===== src/rtl/rotary_pkg.sv =====
// Shared definitions for the rotary encoder front end.
// Latency: none (constants and pure functions only).
// Backpressure: none.
// Contents: quadrature state codes, qdelta step classifier, direction
// constants and the arming state type used by rotary_decoder.
package rotary_pkg;

  // Quadrature states, bit 1 = A, bit 0 = B.
  localparam logic [1:0] S00 = 2'b00;
  localparam logic [1:0] S10 = 2'b10;
  localparam logic [1:0] S11 = 2'b11;
  localparam logic [1:0] S01 = 2'b01;

  // qdelta result codes: the two's-complement reading of INC/DEC is +1/-1.
  localparam logic [1:0] QD_NONE = 2'b00;
  localparam logic [1:0] QD_INC  = 2'b01;
  localparam logic [1:0] QD_ILL  = 2'b10;
  localparam logic [1:0] QD_DEC  = 2'b11;

  localparam logic DIR_CW  = 1'b1;
  localparam logic DIR_CCW = 1'b0;

  typedef enum logic {ST_WAIT, ST_ARMED} arm_state_t;

  // Successor of a state along the CW sequence 00 -> 10 -> 11 -> 01 -> 00.
  function automatic logic [1:0] cw_next(input logic [1:0] s);
    case (s)
      S00:     return S10;
      S10:     return S11;
      S11:     return S01;
      default: return S00;
    endcase
  endfunction

  // Classify one sampled transition; both bits changing is the only
  // non-adjacent move and is reported as illegal.
  function automatic logic [1:0] qdelta(input logic [1:0] prev, input logic [1:0] cur);
    if (prev == cur)               return QD_NONE;
    else if (cur == cw_next(prev)) return QD_INC;
    else if (prev == cw_next(cur)) return QD_DEC;
    else                           return QD_ILL;
  endfunction

endpackage


===== src/rtl/rotary_decoder_if.sv =====
// Pin/event bundle between the board encoder and rotary_decoder.
// Latency: none (wiring only).
// Backpressure: none; every output is a level or a one-cycle pulse.
// master = pin/user side, slave = decoder. 'release' is a reserved word,
// so the release pulse is carried as release_o.
interface rotary_decoder_if #(
  parameter int WIDTH = 8
);
  logic             rotA;
  logic             rotB;
  logic             rotCTR;
  logic             clear;
  logic             rotAreg;
  logic             rotBreg;
  logic             rotCTRreg;
  logic             step;
  logic             dir;
  logic [WIDTH-1:0] position;
  logic             press;
  logic             release_o;
  logic             error;

  modport master (
    output rotA, rotB, rotCTR, clear,
    input  rotAreg, rotBreg, rotCTRreg, step, dir, position, press, release_o, error
  );

  modport slave (
    input  rotA, rotB, rotCTR, clear,
    output rotAreg, rotBreg, rotCTRreg, step, dir, position, press, release_o, error
  );
endinterface


===== src/rtl/rotary_debounce.sv =====
// Run-length debouncer for one raw pin.
// Latency: a level stable from edge k appears on 'level' at edge k+DEPTH-1.
// Backpressure: none.
// Ports: clk, reset (sync, active high), din (raw pin), level (debounced),
// valid (sticky, set the first time the history holds a full run).
module rotary_debounce #(
  parameter int DEPTH = 4
) (
  input  logic clk,
  input  logic reset,
  input  logic din,
  output logic level,
  output logic valid
);

  logic [DEPTH-1:0] hist_q, hist_d;
  logic             level_q, level_d;
  logic             valid_q, valid_d;

  // Decisions are taken on the history including this cycle's sample so the
  // level moves on the same edge that completes the run.
  always_comb begin
    hist_d  = {hist_q[DEPTH-2:0], din};
    level_d = level_q;
    if (&hist_d)       level_d = 1'b1;
    else if (~|hist_d) level_d = 1'b0;
    valid_d = valid_q | (&hist_d) | (~|hist_d);
  end

  always_ff @(posedge clk) begin
    if (reset) begin
      hist_q  <= '0;
      level_q <= 1'b0;
      valid_q <= 1'b0;
    end else begin
      hist_q  <= hist_d;
      level_q <= level_d;
      valid_q <= valid_d;
    end
  end

  assign level = level_q;
  assign valid = valid_q;

endmodule


===== src/rtl/rotary_decoder.sv =====
// Rotary encoder front end: debounce A/B/CTR, decode quadrature, count steps.
// Latency: events and position/dir update one edge after the debounced change.
// Backpressure: none; pulses last one cycle and must be sampled every cycle.
// Ports: clk, reset (sync, active high, dominates clear), bus (slave modport:
// raw pins + clear in; debounced levels, step/dir/position, press/release/error out).
module rotary_decoder
  import rotary_pkg::*;
#(
  parameter int WIDTH     = 8,
  parameter int DEPTH     = 4,
  parameter int SPD       = 4,
  parameter int WRAP      = 1,
  parameter int INVERT_AB = 1
) (
  input  logic                  clk,
  input  logic                  reset,
  rotary_decoder_if.slave       bus
);

  localparam logic               INV     = (INVERT_AB != 0);
  localparam logic signed [3:0]  SPD_POS = 4'(SPD);
  localparam logic signed [3:0]  SPD_NEG = -SPD_POS;
  localparam logic [WIDTH-1:0]   POS_ONE = WIDTH'(1);
  localparam logic [WIDTH-1:0]   POS_MAX = '1;

  logic a_lvl, a_vld, b_lvl, b_vld, c_lvl, c_vld;

  rotary_debounce #(.DEPTH(DEPTH)) u_deb_a (.clk(clk), .reset(reset), .din(bus.rotA),   .level(a_lvl), .valid(a_vld));
  rotary_debounce #(.DEPTH(DEPTH)) u_deb_b (.clk(clk), .reset(reset), .din(bus.rotB),   .level(b_lvl), .valid(b_vld));
  rotary_debounce #(.DEPTH(DEPTH)) u_deb_c (.clk(clk), .reset(reset), .din(bus.rotCTR), .level(c_lvl), .valid(c_vld));

  // Outputs are forced low until their channel has seen a full run, so an
  // inverted channel still reads 0 out of reset.
  assign bus.rotAreg   = a_vld & (a_lvl ^ INV);
  assign bus.rotBreg   = b_vld & (b_lvl ^ INV);
  assign bus.rotCTRreg = c_vld & c_lvl;

  logic [1:0] cur_ab;
  assign cur_ab = {bus.rotAreg, bus.rotBreg};

  arm_state_t        state_q, state_d;
  logic [1:0]        prev_ab_q, prev_ab_d;
  logic              prev_ctr_q, prev_ctr_d;
  logic signed [3:0] acc_q, acc_d, sum;
  logic [WIDTH-1:0]  pos_q, pos_d;
  logic              dir_q, dir_d;
  logic              step_q, step_d, press_q, press_d, rel_q, rel_d, err_q, err_d;
  logic [1:0]        qd;

  always_comb begin
    state_d    = state_q;
    prev_ab_d  = prev_ab_q;
    prev_ctr_d = prev_ctr_q;
    acc_d      = acc_q;
    pos_d      = pos_q;
    dir_d      = dir_q;
    step_d     = 1'b0;
    press_d    = 1'b0;
    rel_d      = 1'b0;
    err_d      = 1'b0;
    sum        = acc_q;
    qd         = qdelta(prev_ab_q, cur_ab);

    case (state_q)
      // Arming cycle only captures the current levels, so nothing counts
      // or pulses on the way out of reset.
      ST_WAIT: begin
        if (a_vld && b_vld && c_vld) begin
          state_d    = ST_ARMED;
          prev_ab_d  = cur_ab;
          prev_ctr_d = bus.rotCTRreg;
        end
      end
      ST_ARMED: begin
        prev_ab_d  = cur_ab;
        prev_ctr_d = bus.rotCTRreg;
        press_d    = ~prev_ctr_q & bus.rotCTRreg;
        rel_d      = prev_ctr_q & ~bus.rotCTRreg;
        case (qd)
          QD_INC:  sum = acc_q + 4'sd1;
          QD_DEC:  sum = acc_q - 4'sd1;
          QD_NONE: sum = acc_q;
          default: sum = acc_q;
        endcase
        if (qd == QD_ILL) begin
          err_d = 1'b1;
          acc_d = '0;
        end else if (sum == SPD_POS) begin
          step_d = 1'b1;
          dir_d  = DIR_CW;
          acc_d  = '0;
          if (WRAP != 0 || pos_q != POS_MAX) pos_d = pos_q + POS_ONE;
        end else if (sum == SPD_NEG) begin
          step_d = 1'b1;
          dir_d  = DIR_CCW;
          acc_d  = '0;
          if (WRAP != 0 || pos_q != '0) pos_d = pos_q - POS_ONE;
        end else begin
          acc_d = sum;
        end
      end
      default: state_d = ST_WAIT;
    endcase

    // Clear overrides the count but leaves step/dir reporting intact.
    if (bus.clear) begin
      pos_d = '0;
      acc_d = '0;
    end
  end

  always_ff @(posedge clk) begin
    if (reset) begin
      state_q    <= ST_WAIT;
      prev_ab_q  <= S00;
      prev_ctr_q <= 1'b0;
      acc_q      <= '0;
      pos_q      <= '0;
      dir_q      <= DIR_CCW;
      step_q     <= 1'b0;
      press_q    <= 1'b0;
      rel_q      <= 1'b0;
      err_q      <= 1'b0;
    end else begin
      state_q    <= state_d;
      prev_ab_q  <= prev_ab_d;
      prev_ctr_q <= prev_ctr_d;
      acc_q      <= acc_d;
      pos_q      <= pos_d;
      dir_q      <= dir_d;
      step_q     <= step_d;
      press_q    <= press_d;
      rel_q      <= rel_d;
      err_q      <= err_d;
    end
  end

  assign bus.step      = step_q;
  assign bus.dir       = dir_q;
  assign bus.position  = pos_q;
  assign bus.press     = press_q;
  assign bus.release_o = rel_q;
  assign bus.error     = err_q;

endmodule


===== src/flat_wrapper.sv =====
// flat-port wrapper written by rule: the top's interface ports become plain ports
module rotary_decoder_flat import rotary_pkg::*;
#(
  parameter int WIDTH     = 8,
  parameter int DEPTH     = 4,
  parameter int SPD       = 4,
  parameter int WRAP      = 1,
  parameter int INVERT_AB = 1
)
  (clk, reset, bus_rotA, bus_rotB, bus_rotCTR, bus_clear, bus_rotAreg, bus_rotBreg, bus_rotCTRreg, bus_step, bus_dir, bus_position, bus_press, bus_release_o, bus_error);
  rotary_decoder_if #(.WIDTH(WIDTH)) bus_i ();
  input  logic clk;
  input  logic reset;
  input wire logic [$bits(bus_i.rotA)-1:0] bus_rotA;
  input wire logic [$bits(bus_i.rotB)-1:0] bus_rotB;
  input wire logic [$bits(bus_i.rotCTR)-1:0] bus_rotCTR;
  input wire logic [$bits(bus_i.clear)-1:0] bus_clear;
  output wire logic [$bits(bus_i.rotAreg)-1:0] bus_rotAreg;
  output wire logic [$bits(bus_i.rotBreg)-1:0] bus_rotBreg;
  output wire logic [$bits(bus_i.rotCTRreg)-1:0] bus_rotCTRreg;
  output wire logic [$bits(bus_i.step)-1:0] bus_step;
  output wire logic [$bits(bus_i.dir)-1:0] bus_dir;
  output wire logic [$bits(bus_i.position)-1:0] bus_position;
  output wire logic [$bits(bus_i.press)-1:0] bus_press;
  output wire logic [$bits(bus_i.release_o)-1:0] bus_release_o;
  output wire logic [$bits(bus_i.error)-1:0] bus_error;
  assign bus_i.rotA = bus_rotA;
  assign bus_i.rotB = bus_rotB;
  assign bus_i.rotCTR = bus_rotCTR;
  assign bus_i.clear = bus_clear;
  assign bus_rotAreg = bus_i.rotAreg;
  assign bus_rotBreg = bus_i.rotBreg;
  assign bus_rotCTRreg = bus_i.rotCTRreg;
  assign bus_step = bus_i.step;
  assign bus_dir = bus_i.dir;
  assign bus_position = bus_i.position;
  assign bus_press = bus_i.press;
  assign bus_release_o = bus_i.release_o;
  assign bus_error = bus_i.error;
  rotary_decoder #(.WIDTH(WIDTH), .DEPTH(DEPTH), .SPD(SPD), .WRAP(WRAP), .INVERT_AB(INVERT_AB)) u_core (.clk(clk), .reset(reset), .bus(bus_i));
endmodule

===== config.mk =====
export PLATFORM = sky130hd
export DESIGN_NAME = rotary_decoder_flat
export DESIGN_NICKNAME = d
export VERILOG_FILES = /design/src/rtl/rotary_pkg.sv /design/src/rtl/rotary_decoder_if.sv /design/src/rtl/rotary_debounce.sv /design/src/rtl/rotary_decoder.sv /design/src/flat_wrapper.sv
export SDC_FILE = /design/constraint.sdc
export NUM_CORES = 1
export LEC_CHECK = 0
export ABC_AREA = 1
export BUFFER_PORTS_ARGS = -buffer_cell sky130_fd_sc_hd__buf_4
export CAP_MARGIN = 25
export CORE_MARGIN = 2
export CORE_UTILIZATION = 40
export DETAILED_ROUTE_END_ITERATION = 10
export SLEW_MARGIN = 20
export SYNTH_ARGS = -nofsm -noshare
export SYNTH_HDL_FRONTEND = slang
export SYNTH_SLANG_ARGS = --single-unit

===== constraint.sdc =====
create_clock -name clk -period 4.7 [get_ports clk]
set_input_delay 0 -clock clk [delete_from_list [all_inputs] [get_ports clk]]
set_output_delay 0 -clock clk [all_outputs]
set_load 0.1 [all_outputs]

# Yosys cells after proc, flatten, opt, wreduce, memory -nomap -nowiden
# Index checks and enable logic that the tools add are counted.
[op_classes]
n_addsub = 4
eq_ne = 16
n_mux = 32
n_bitwise = 17
n_reduce_logical = 18
[op_table]
columns = ["cell", "count"]
rows = [
  ["4-bit 2-to-1 mux", 4],
  ["8-bit 2-to-1 mux", 2],
  ["1-bit 2-to-1 mux", 15],
  ["2-bit equality test (second input constant)", 6],
  ["2-bit 2-to-1 mux", 6],
  ["2-bit case mux with 3 select lines", 2],
  ["4-bit AND reduction", 3],
  ["4-bit OR reduction", 3],
  ["8-bit by 1-bit adder with 8-bit output (second input constant)", 1],
  ["4-bit case mux with 2 select lines", 1],
  ["8-bit by 1-bit subtractor with 8-bit output (second input constant)", 1],
  ["2-bit equality test", 3],
  ["2-bit != test (second input constant)", 3],
  ["1-bit NOT", 6],
  ["1-bit OR", 6],
  ["1-bit bitwise AND", 5],
  ["4-bit by 2-bit adder with 4-bit output (second input constant)", 1],
  ["4-bit by 3-bit equality test with 1-bit output (second input constant)", 1],
  ["4-bit equality test (second input constant)", 1],
  ["2-bit logical NOT", 2],
  ["2-bit case mux with 2 select lines", 1],
  ["2-bit OR reduction", 2],
  ["4-bit by 2-bit subtractor with 4-bit output (second input constant)", 1],
  ["1-bit logical NOT", 3],
  ["other kinds (7)", 8],
]
[word_totals]
ff_bits = 36
input_bits = 6
output_inout_bits = 16
wordCells = 106

# Depth between registers and ports, before layout
# Gate-level depths: netlist of run 1.
[logic_depth]
word_depth = 18
ltp_mapped = 27
ltp_nobuf = 27

# Modules after synthesis
# A second synthesis of run 1 with hierarchy kept.
[unflattened]
cells_unflattened = 262
area_unflattened_um2 = 1900.6
[modules_own_cells]
columns = ["module", "n_inst", "cells_each", "area_each_um2", "seq_area_each_um2"]
rows = [
  ["rotary_decoder", 1, 184, 1348.8, 420.4],
  ["rotary_debounce", 3, 26, 183.9, 100.1],
]

# Least setup slack after synthesis of run 1
# Ideal clock, no wire load.
[synth_path]
path_type = "register -> register"
from = "reg u_core.u_deb_a.valid_q, in the netlist u_core.u_deb_a.valid"
to = "reg u_core.pos_q[7], in the netlist u_core.bus.position[7]"
setup_time_ns = 0.119
arrival_ns = 2.858
t_required_ns = 4.581
slack_ns = 1.723
path_stages_with_launch = 26
path_buffers = 0
period_less_slack_ns = 2.977
path_cell_list = "dfxtp_1 > nand2_2 > nand2_2 > nand2_2 > nand2_4 > inv_1 > ha_1 > nand3_1 > nand3_1 > nand3_1 > nand3_1 > nand2_1 > nand2_1 > inv_1 > nand2_1 > ha_1 > a21oi_1 > nand2_1 > a21oi_1 > inv_1 > nand2_1 > nand2_1 > clkinv_1 > nand3_1 > nand2_1 > nor2_1"
[synth_between]
elab_chain_cells = 15
elab_cells_between_ends = 24
cone_classes = "eq/ne: 10; mux: 9; bitwise: 2; reduce/logical: 3"
[synth_rtl]
columns = ["item", "line_no", "source"]
rows = [
  ["start: declaration", "rotary_debounce.sv:18", "logic valid_q, valid_d;"],
  ["start signal: assignment", "rotary_debounce.sv:38", "valid_q <= valid_d;"],
  ["1-bit bitwise AND (*)", "rotary_decoder.sv:34", "assign bus.rotAreg = a_vld & (a_lvl ^ INV);"],
  ["2-bit equality test / 2-bit logical NOT (equally long branches)", "rotary_pkg.sv:27", "case (s)"],
  ["2-bit case mux with 3 select lines", "rotary_pkg.sv:27", ""],
  ["2-bit 2-to-1 mux", "rotary_pkg.sv:39", "else if (cur == cw_next(prev)) return QD_INC;"],
  ["2-bit 2-to-1 mux", "rotary_pkg.sv:38", "if (prev == cur) return QD_NONE;"],
  ["2-bit equality test", "rotary_pkg.sv:40", "else if (prev == cw_next(cur)) return QD_DEC;"],
  ["1-bit 2-to-1 mux", "rotary_pkg.sv:40", ""],
  ["2-bit 2-to-1 mux", "rotary_pkg.sv:39", ""],
  ["2-bit 2-to-1 mux (*)", "rotary_pkg.sv:38", ""],
  ["2-bit equality test / 2-bit by 1-bit equality test with 1-bit output (equally long branches)", "rotary_decoder.sv:79", "case (qd)"],
  ["4-bit case mux with 2 select lines", "rotary_decoder.sv:79", ""],
  ["4-bit 2-to-1 mux", "rotary_decoder.sv:64", "case (state_q)"],
  ["4-bit by 3-bit equality test with 1-bit output / 4-bit equality test (equally long branches)", "rotary_decoder.sv:93, rotary_decoder.sv:88", ""],
  ["2-bit nonzero test (no line)", "-", ""],
  ["3-bit AND reduction (no line)", "-", ""],
  ["end signal: assignment", "rotary_decoder.sv:129", "pos_q <= pos_d;"],
  ["end: declaration", "rotary_decoder.sv:45", "logic [WIDTH-1:0] pos_q, pos_d;"],
]
# Mark *: on every way between the ends. The rest lies on a longest branch, timed or not. The select of a mux whose other input is x is not followed.
# A chain may end at the register's enable or synchronous reset.

# Worst setup path after layout of run 1
[layout_path]
from = "reg u_core.prev_ab_q[1]"
to = "reg u_core.pos_q[6], in the netlist u_core.bus.position[6]"
[layout_between]
elab_chain_cells = 12
elab_cells_between_ends = 22
cone_classes = "eq/ne: 10; mux: 8; bitwise: 1; reduce/logical: 3"
[layout_rtl]
columns = ["item", "line_no", "source"]
rows = [
  ["start: declaration", "rotary_decoder.sv:42", "logic [1:0] prev_ab_q, prev_ab_d;"],
  ["start signal: assignment", "rotary_decoder.sv:126", "prev_ab_q <= prev_ab_d;"],
  ["2-bit equality test / 2-bit logical NOT (equally long branches)", "rotary_pkg.sv:27", ""],
  ["2-bit case mux with 3 select lines", "rotary_pkg.sv:27", ""],
  ["2-bit 2-to-1 mux", "rotary_pkg.sv:38", ""],
  ["2-bit equality test", "rotary_pkg.sv:39", ""],
  ["2-bit 2-to-1 mux", "rotary_pkg.sv:39", ""],
  ["2-bit 2-to-1 mux (*)", "rotary_pkg.sv:38", ""],
  ["2-bit equality test / 2-bit by 1-bit equality test with 1-bit output (equally long branches)", "rotary_decoder.sv:79", ""],
  ["4-bit case mux with 2 select lines", "rotary_decoder.sv:79", ""],
  ["4-bit 2-to-1 mux", "rotary_decoder.sv:64", ""],
  ["4-bit by 3-bit equality test with 1-bit output / 4-bit equality test (equally long branches)", "rotary_decoder.sv:93, rotary_decoder.sv:88", ""],
  ["2-bit nonzero test (no line)", "-", ""],
  ["3-bit AND reduction (no line)", "-", ""],
]
# Marks and branches as above.

==> results of run 1 <==
==> power groups by stage <==
| stage | registers, mW | clock network, mW | logic, mW |
|---|---|---|---|
| 6_report | 0.317 | 0.268 | 0.113 |
| 2_1_floorplan | 0.323 | 0 | 0.0883 |
| 3_3_place_gp | 0.323 | 0 | 0.109 |
| 5_1_grt | 0.317 | 0.289 | 0.128 |
| 3_5_place_dp | 0.323 | 0 | 0.109 |
| 4_1_cts | 0.316 | 0.278 | 0.114 |
==> metrics by stage <==
stage / total power [mW] / std cells
after floorplan: 0.4117 / 236
after global placement: 0.4320 / 306
after detailed placement: 0.4320 / 306
after CTS: 0.7076 / 321
after global routing: 0.7344 / 321
final: 0.6984 / 321
==> worst max-delay path by stage <==
stage | start | endpoint | slack [ps] | cells after the start
floorplan | u_core.u_deb_a.valid$_SDFF_PP0_ | u_core.bus.position[7]$_SDFFE_PP0P_ | 1720 | 25
global placement | u_core.u_deb_a.valid$_SDFF_PP0_ | u_core.bus.position[6]$_SDFFE_PP0P_ | 1420 | 21
detailed placement | u_core.u_deb_a.valid$_SDFF_PP0_ | u_core.bus.position[7]$_SDFFE_PP0P_ | 1380 | 25
CTS | u_core.u_deb_a.valid$_SDFF_PP0_ | u_core.bus.position[7]$_SDFFE_PP0P_ | 1350 | 25
global route | u_core.prev_ab_q[1]$_SDFFE_PP0P_ | u_core.bus.position[7]$_SDFFE_PP0P_ | 880 | 26
finish | u_core.prev_ab_q[1]$_SDFFE_PP0P_ | u_core.bus.position[6]$_SDFFE_PP0P_ | 1340 | 22
==> layer usage <==
layer / vias to the layer above / part of all wire [%] / routed length [um]
met3: 6 / 3.3 / 114
met2: 21 / 44 / 1522
met4: 0 / 1.9 / 64
li1: 824 / - / -
met1: 650 / 50 / 1735
met5: - / 0 / 0
==> Yosys cell counts <==
cell and instances:
a21o_1 1, a21oi_1 23, a21oi_2 1, buf_8 1, clkbuf_1 2, clkinv_1 1
dfxtp_1 36, fa_1 2, ha_1 8, inv_1 34, inv_2 2, nand2_1 39
nand2_2 7, nand2_4 3, nand3_1 21, nand3_2 1, nand3b_1 1, nand4_1 5
nor2_1 20, nor2_2 1, nor2_8 1, nor3_1 2, o211ai_1 1, o21ai_0 11
o21ai_1 4, xnor2_1 3, xor2_1 5
==> kinds of logic (layout without fill, tap and decap cells) <==
family,count (synthesis),count (layout),synth area share (%)
and+or+nand+nor,101,101,27.25
adders and majority gates,10,10,7.805
DFF,36,36,40.14
buffers and inverters,40,73,8.989
xor gates and xnor gates,8,8,3.903
AOI/OAI and AO/OA,41,41,11.92
==> area by class of cell <==
class | count | area, um2
fillers | 452 | 2151
multi-input cells | 160 | 913.4
flip-flops and latches | 36 | 720.7
repair buffers | 28 | 227.7
inverters | 37 | 138.9
clock buffers | 6 | 72.57
well taps | 52 | 65.06
clock inverters | 2 | 35.03
==> worst min-delay path, stage by stage <==
cell and delay [ps]:
buf_4 70, nor2_1 120, nand2_1 100, nor2_1 30
==> sequential cells by signal, indices dropped and copies added, names as in the netlist <==
signal / count
u_core.u_deb_a.valid: 1
u_core.u_deb_b.level: 1
u_core.state_q: 1
u_core.u_deb_c.level: 1
u_core.u_deb_a.level: 1
u_core.u_deb_c.hist_q: 3
u_core.bus.step: 1
u_core.u_deb_a.hist_q: 3
u_core.acc_q: 4
u_core.u_deb_c.valid: 1
u_core.bus.release_o: 1
u_core.bus.error: 1
u_core.bus.position: 8
u_core.bus.dir: 1
u_core.bus.press: 1
u_core.prev_ctr_q: 1
u_core.u_deb_b.valid: 1
u_core.u_deb_b.hist_q: 3
u_core.prev_ab_q: 2
==> impl_metrics.tcl, run 1 <==
set metrics [dict create \
    outcome "complete, no violations" \
    cts_max_path_buffers 2 \
    numCtsBuffers 5 \
    syn_nets 252 \
    layout_setup_ws_ps 1342 \
    cts.htree.levels 2 \
    root_buffer "clkbuf_8" \
    crit_type "register to register" \
    min_from "bus_clear" \
    diodes 0 \
    finalHoldViolations 0 \
    slowest_delay_ps 470 \
    die-height_um 71.00 \
    hold_end "u_core.bus.position[7]$_SDFFE_PP0P_" \
    leakage_nw 1.006 \
    r2r_start "u_core.prev_ab_q[1]$_SDFFE_PP0P_" \
    yosysUniqueCellTypes 27 \
    fp.dieW_um 71.00 \
    startpoint_type "register" \
    p_int_uw 506.8 \
    synth_top_cell_by_area "dfxtp_1" \
    antenna_found_initial 0 \
    drv_slew 0 \
    grt_max_degree 17 \
    crit_fanout 8 \
    relSlewSlack_pct 61.31 \
    p_comb_share_pct 16.2 \
    ant_nets 0 \
    dpl_cell_area_mm2 0.001996 \
    initial_utilization_pct 41.52 \
    crit_arrival_ps 3530 \
    grtUsageMet2_pct 24.09 \
    drc 0 \
    setup_tns_ps 0 \
    r2r_cells 22 \
    max_freq_ghz 0.2978 \
    crit_buf_inv 4 \
    grtUsageMet3_pct 4.274 \
    finalCritPeriodShare_pct 71.45 \
    cp_data_required_time_ps 4870 \
    critical-path-slowest-cell "fa_1" \
    ios 22 \
    hold_ws_ps 83.34 \
    crit_chain "inv_1 -> nand3_1 -> nand2_2 -> nand2_4 -> inv_1 -> ha_1 -> nand3_1 -> nand3_1 -> inv_1 -> nand2_1 -> nand3_1 -> nand2_1 -> nand2_1 -> inv_1 -> nand2_1 -> fa_1 -> nand3_1 -> nand3_1 -> a21o_1 -> a21oi_1 -> xor2_1 -> a21oi_1" \
    crit_family "simple AND/OR/NAND/NOR gates" \
    first_pass_iters 6 \
    clk_latency_ps 290 \
    most-common-layout-cells "nand2_1, dfxtp_1, inv_1" \
    syn_to_final_growth_pct 21.05 \
    grt-busiest-layer "met2" \
    netlist_area_mm2 0.001795 \
    crit_path_end_kind "register" \
    synth_top_cells_by_area "dfxtp_1, nand2_1, inv_1, a21oi_1, nand3_1" \
    die_area_mm2 0.005040 \
    use_met1_pct 19.25 \
    power.share.clock_pct 38.4 \
    final_area_mm2 0.002173 \
    ir_drop_mv 0.1685 \
    wirelength_um 3437 \
    postCtsSetupRepairBufs 0 \
    nets 284 \
    dp_slack_ps 1381 \
    rsz0062_at_grt "false" \
    cts_tree "done" \
    cts_sinks 36 \
    syn-instance-count 236 \
    post_drt_wl_per_cell_um 10.71 \
    grt_usage_pct 15.20 \
    ctsHoldBuffers 7 \
    routed_via_density 4.676 \
    cts_resized 0 \
    drive_above_1_share_pct 16.36 \
    num_vias 1501 \
    synth_warnings 0 \
    overflow 0 \
    fin_util_pct 50.26 \
    whs_path_depth 4 \
    grt_first_pass_wirelength_um 6085 \
    p_per_area_mw_per_mm2 321.4 \
    power_frac_seq_pct 45.3 \
    p_switching_uw 191.6 \
    hpwl_um 2406 \
    syn_avg_cell_area_um2 7.608 \
    place.gp.congestion 0.8003 \
    p_sw_share_pct 27.43 \
    drt_iter0_drc 90 \
    final_common_cell "nand2_1" \
    io_buffers 21 \
    synth_seq_cells 36 \
    skew_ps 6.509 \
    setup_violations 0 \
    yosysSeqAreaShare_pct 40.14 \
    core_area_mm2 0.004324 \
    reg2reg_to "u_core.bus.position[6]$_SDFFE_PP0P_" \
    hold_path_class "input pin to register" \
    reg2reg_setup_slack_ps 1340 \
    clkTransAtPathRegs_ps 70 \
    synth_top_area_share_pct 40.14 \
    finalCriticalPeriod_ps 3358 \
    crit_top_cell "nand3_1" \
    grt_pass1_vias 1437 \
    max_cap_violations 0 \
    worstMarginPinSlew_ps 578.3 \
    num_rows 24 \
]
Note: power is estimated with default switching activity, not from simulation.
==> inputs of run 2 (changes only) <==
- clock period: 4.7 -> 3.1 ns (I/O delays scaled with it)
==> impl_metrics.tcl, run 2 (same netlist as run 1, synthesis figures left out) <==
set metrics [dict create \
    outcome "complete, no violations" \
    p_switching_uw 327.3 \
    finalCriticalPeriod_ps 2936 \
    p_comb_share_pct 22.1 \
    ir_drop_mv 0.2883 \
    crit_top_cell "nand3_2" \
    overflow 0 \
    fp.dieW_um 71.00 \
    cts_tree "done" \
    drt_iter0_drc 65 \
    clk_latency_ps 290 \
    hold_path_class "input pin to register" \
    grt_usage_pct 16.03 \
    dp_slack_ps -102.6 \
    grt_max_degree 17 \
    drive_above_1_share_pct 31.25 \
    post_drt_wl_per_cell_um 11.69 \
    fin_util_pct 56.97 \
    worstMarginPinSlew_ps 573.6 \
    antenna_found_initial 0 \
    io_buffers 21 \
    core_area_mm2 0.004324 \
    leakage_nw 1.110 \
    finalCritPeriodShare_pct 94.70 \
    numCtsBuffers 5 \
    crit_type "register to register" \
    critical-path-slowest-cell "fa_2" \
    wirelength_um 3975 \
    num_vias 1623 \
    most-common-layout-cells "buf_4, nand2_1, inv_1" \
    crit_path_start "u_core.u_deb_b.level$_SDFFE_PP0P_" \
    skew_ps 4.311 \
    crit_fanout 8 \
    crit_buf_inv 4 \
    totalPowerFinal_mw 1.079 \
    drv_slew 0 \
    nets 303 \
    root_buffer "clkbuf_8" \
    crit_cells 23 \
    p_int_uw 751.8 \
    power.share.clock_pct 33.5 \
    place.gp.congestion 0.8308 \
    routed_via_density 4.774 \
    setup_violations 0 \
    reg2reg_setup_slack_ps 160 \
    cts.htree.levels 2 \
    ant_nets 0 \
    startpoint_type "register" \
    grt_first_pass_wirelength_um 6465 \
    relSlewSlack_pct 61.62 \
    power_frac_seq_pct 44.5 \
    cts_max_path_buffers 2 \
    max_cap_violations 0 \
    layout_setup_ws_ps 164.3 \
    cp_data_required_time_ps 3270 \
    crit_path_end_kind "register" \
    ios 22 \
    r2r_cells 23 \
    diodes 0 \
    r2r_start "u_core.u_deb_b.level$_SDFFE_PP0P_" \
    post-place-cells 320 \
    syn_to_final_growth_pct 37.21 \
    grt_pass1_vias 1497 \
    finalHoldViolations 0 \
    final_common_cell "buf_4" \
    largest_reg_flops 8 \
    initial_utilization_pct 41.52 \
    first_pass_iters 4 \
    crit_family "simple AND/OR/NAND/NOR gates" \
    cts_sinks 36 \
    crit_chain "inv_2 -> nand2_2 -> nand2_1 -> nand2_2 -> nand2_4 -> inv_4 -> ha_4 -> nand3_2 -> nand3_2 -> inv_1 -> nand2_2 -> nand3_1 -> nand2_1 -> nand2_1 -> inv_2 -> nand2_8 -> fa_2 -> nand3_2 -> nand3_2 -> a21o_1 -> a21oi_2 -> xor2_1 -> a21oi_1" \
    die-height_um 71.00 \
    drc 0 \
    p_per_area_mw_per_mm2 438.0 \
    hpwl_um 2650 \
    clkTransAtPathRegs_ps 70 \
    cp-endpoint "u_core.bus.position[6]$_SDFFE_PP0P_" \
    die_area_mm2 0.005040 \
    crit_arrival_ps 3110 \
    p_sw_share_pct 30.33 \
    slowest_delay_ps 390 \
    stdcell_count 340 \
    reg2reg_to "u_core.bus.position[6]$_SDFFE_PP0P_" \
    num_rows 24 \
    max_freq_ghz 0.3406 \
]
[run 2: metal layers]
metal | share of wire [%] | global-route usage (%) | vias to the layer above
met4 | 1.8 | 6.289 | 0
li1 | - | - | 866
met1 | 48 | 21.54 | 726
met2 | 47 | 24.61 | 23
met5 | 0 | 0 | -
met3 | 3.0 | 4.274 | 8
[run 2: power by group through the flow]
stage,Clock [mW],Sequential (mW),Combinational [mW]
3_5_place_dp,0,0.490,0.187
4_1_cts,0.367,0.480,0.195
6_report,0.361,0.480,0.238
2_1_floorplan,0,0.490,0.134
5_1_grt,0.382,0.481,0.264
3_3_place_gp,0,0.490,0.186
[run 2: what timing repair did]
action | CTS | global route
hold buffers | 7 | 0
resized for setup | 2 | 31
hold endpoints to repair | 14 | 0
buffers inserted | 0 | 5
setup endpoints to repair | 3 | 5
pin swaps | 0 | 10
[run 2: worst min-delay path by stage]
stage	startpoint	endpoint	depth (start not counted)
6_report	bus_clear	u_core.bus.position[7]$_SDFFE_PP0P_	4
5_1_grt	bus_clear	u_core.bus.position[7]$_SDFFE_PP0P_	4
4_1_cts	bus_clear	u_core.bus.position[7]$_SDFFE_PP0P_	4
3_5_place_dp	bus_rotB	u_core.u_deb_b.hist_q[0]$_SDFF_PP0_	3
3_3_place_gp	bus_rotA	u_core.u_deb_a.hist_q[0]$_SDFF_PP0_	3
2_1_floorplan	bus_rotA	u_core.u_deb_a.hist_q[0]$_SDFF_PP0_	2
[run 2: cell type report]
cell class,count,area [um2]
clock buffers,7,86.33
clock inverters,1,7.507
fillers,407,1861
inverters,37,141.4
multi-input cells,160,1066
flip-flops and latches,36,726.9
well taps,52,65.06
repair buffers,47,370.4
[run 2: worst reg2reg max path: stages, from the launching register on]
cell and delay (ps):
dfxtp_2 330, inv_2 70, nand2_2 50, nand2_1 70, nand2_2 70, nand2_4 100
inv_4 50, ha_4 270, nand3_2 80, nand3_2 80, inv_1 50, nand2_2 60
nand3_1 70, nand2_1 60, nand2_1 80, inv_2 120, nand2_8 110, fa_2 390
nand3_2 90, nand3_2 70, a21o_1 180, a21oi_2 130, xor2_1 160, a21oi_1 90
[run 2: metrics by stage]
step | area (um2) | hold WS [ps] | setup TNS (ps)
after floorplan | 1795 | 125.1 | 0
after global placement | 2101 | 231.2 | -4.612
after detailed placement | 2101 | 237.8 | -195.2
after CTS | 2268 | 89.01 | 0
after global routing | 2464 | 129.5 | -114.3
final | 2464 | 81.77 | 0
==> inputs of run 3 (changes only) <==
- CORE_ASPECT_RATIO: default -> 0.7
==> impl_metrics.tcl, run 3 (same netlist as run 1, synthesis figures left out) <==
set metrics [dict create \
    startpoint_type "register" \
    ir_drop_mv 0.2305 \
    nets 296 \
    antenna_found_initial 0 \
    setup_violations 0 \
    n_fill_cell 403 \
    drt_iter0_drc 64 \
    diodes 0 \
    die_area_mm2 0.005049 \
    finalCriticalPeriod_ps 2909 \
    max_cap_violations 0 \
    power_frac_seq_pct 43.0 \
    cp_data_required_time_ps 3270 \
    post_drt_wl_per_cell_um 11.21 \
    most-common-layout-cells "nand2_1, buf_4, inv_1, dfxtp_1" \
    r2r_start "u_core.u_deb_b.level$_SDFFE_PP0P_" \
    r2r_cells 23 \
    cts_tree "done" \
    grt_first_pass_wirelength_um 6230 \
    use_met1_pct 23.81 \
    cts_max_path_buffers 2 \
    root_buffer "clkbuf_8" \
    hold_end "u_core.bus.position[7]$_SDFFE_PP0P_" \
    reg2reg_to "u_core.bus.position[6]$_SDFFE_PP0P_" \
    final_common_cell "nand2_1" \
    rsz0062_at_grt "true" \
    p_comb_share_pct 19.8 \
    hold_path_class "input pin to register" \
    grt-busiest-layer "met1" \
    skew_ps 5.482 \
    drive_above_1_share_pct 27.40 \
    place.gp.congestion 0.7649 \
    power.share.clock_pct 37.1 \
    first_pass_iters 4 \
    crit_path_end_kind "register" \
    crit_arrival_ps 3080 \
    crit_type "register to register" \
    drv_slew 0 \
    clkTransAtPathRegs_ps 80 \
    numCtsBuffers 5 \
    grt_usage_pct 15.74 \
    grtUsageMet3_pct 3.729 \
    initial_utilization_pct 41.47 \
    syn_to_final_growth_pct 32.26 \
    ant_nets 0 \
    num_vias 1584 \
    grt_pass1_vias 1358 \
    finalCritPeriodShare_pct 93.85 \
    p_sw_share_pct 28.39 \
    reg2reg_setup_slack_ps 190 \
    leakage_nw 1.072 \
    p_switching_uw 316.5 \
    drc 0 \
    wirelength_um 3768 \
    grtUsageMet2_pct 21.66 \
    clk_latency_ps 290 \
    setup_tns_ps 0 \
    relSlewSlack_pct 60.88 \
    fp.dieW_um 84.08 \
    fin_util_pct 54.86 \
    largest_reg_flops 8 \
    finalHoldViolations 0 \
    core_area_mm2 0.004329 \
    die-height_um 60.06 \
    ios 22 \
    p_int_uw 798.3 \
    hpwl_um 2696 \
    multi_input_area_mm2 0.001021 \
    routed_via_density 4.714 \
    cts.htree.levels 2 \
    io_buffers 21 \
    cts_sinks 36 \
    worstMarginPinSlew_ps 584.6 \
    p_per_area_mw_per_mm2 469.4 \
    num_rows 20 \
    postCtsSetupRepairBufs 0 \
    grt_max_degree 17 \
    final-seq-area_um2 724.4 \
    min_from "bus_clear" \
    max_freq_ghz 0.3437 \
    crit_fanout 8 \
    whs_path_depth 4 \
    outcome "complete, no violations" \
    overflow 0 \
]
[run 3: cell count changes in the layout (fill, tap and decap cells not counted), sizes merged]
| cell | delta |
|---|---|
| clkinv | +2 |
| bufinv | +1 |
| inv | -1 |
| buf | -4 |
| dlygate4sd3 | -3 |
| clkbuf | -2 |
[run 3: repair_timing]
action,in CTS,in global routing
pin swaps,0,3
hold buffers,4,0
setup endpoints to repair,3,5
hold endpoints to repair,5,0
gates resized for setup,1,20
[run 3: cell type report]
class	instances	share of cell area, %
timing repair buffer	40	13.07
clock buffer	5	2.898
sequential	36	30.51
inverter	37	5.848
multi-input combinational	160	42.99
tap	55	2.898
clock inverter	3	1.791
[run 3: worst max-delay path, cell delays in order (launching register included)]
cell and delay (ps):
dfxtp_2 330, inv_2 70, nand2_2 50, nand2_1 70
nand2_2 70, nand2_4 80, inv_1 80, ha_4 280
nand3_1 70, nand3_1 80, inv_1 40, nand2_1 70
nand3_1 80, nand2_1 60, nand2_1 70, inv_2 110
nand2_8 100, fa_2 350, nand3_1 100, nand3_2 80
a21o_1 170, a21oi_2 120, xor2_1 150, a21oi_1 80
[run 3: stage by stage]
stage	instance area [um2]	setup WS, ps	hold WS, ps	power, mW	instances
after floorplan	1795	122.6	125.1	0.6242	236
after global placement	2112	18.07	231.9	0.6790	324
after detailed placement	2112	-36.04	237.2	0.6795	324
after CTS	2266	52.29	85.97	1.104	336
after global routing	2375	-22.69	122.6	1.167	336
final	2375	190.6	89.31	1.115	336
[run 3: worst max-delay path by stage]
stage,start,endpoint,slack (ps),depth (start not counted)
6_report,u_core.u_deb_b.level$_SDFFE_PP0P_,u_core.bus.position[6]$_SDFFE_PP0P_,190,23
5_1_grt,u_core.u_deb_b.level$_SDFFE_PP0P_,u_core.bus.position[7]$_SDFFE_PP0P_,-20,27
4_1_cts,u_core.u_deb_a.valid$_SDFF_PP0_,u_core.bus.position[7]$_SDFFE_PP0P_,50,25
3_5_place_dp,u_core.u_deb_a.valid$_SDFF_PP0_,u_core.bus.position[7]$_SDFFE_PP0P_,-40,26
3_3_place_gp,u_core.u_deb_b.valid$_SDFF_PP0_,u_core.bus.position[6]$_SDFFE_PP0P_,20,21
2_1_floorplan,u_core.u_deb_a.valid$_SDFF_PP0_,u_core.bus.position[7]$_SDFFE_PP0P_,120,25
[run 3: power by group through the flow]
stage	Combinational (mW)	Sequential (mW)	Clock, mW
final	0.221	0.480	0.414
after global routing	0.244	0.481	0.443
after CTS	0.196	0.479	0.429
after detailed placement	0.189	0.490	0
after global placement	0.189	0.490	0
after floorplan	0.134	0.490	0
[run 3: per-layer routing]
| layer | share of wire (%) | routed length, um |
|---|---|---|
| met4 | 0.35 | 13 |
| met5 | 0 | 0 |
| met1 | 54 | 2031 |
| met2 | 42 | 1583 |
| met3 | 3.7 | 140 |
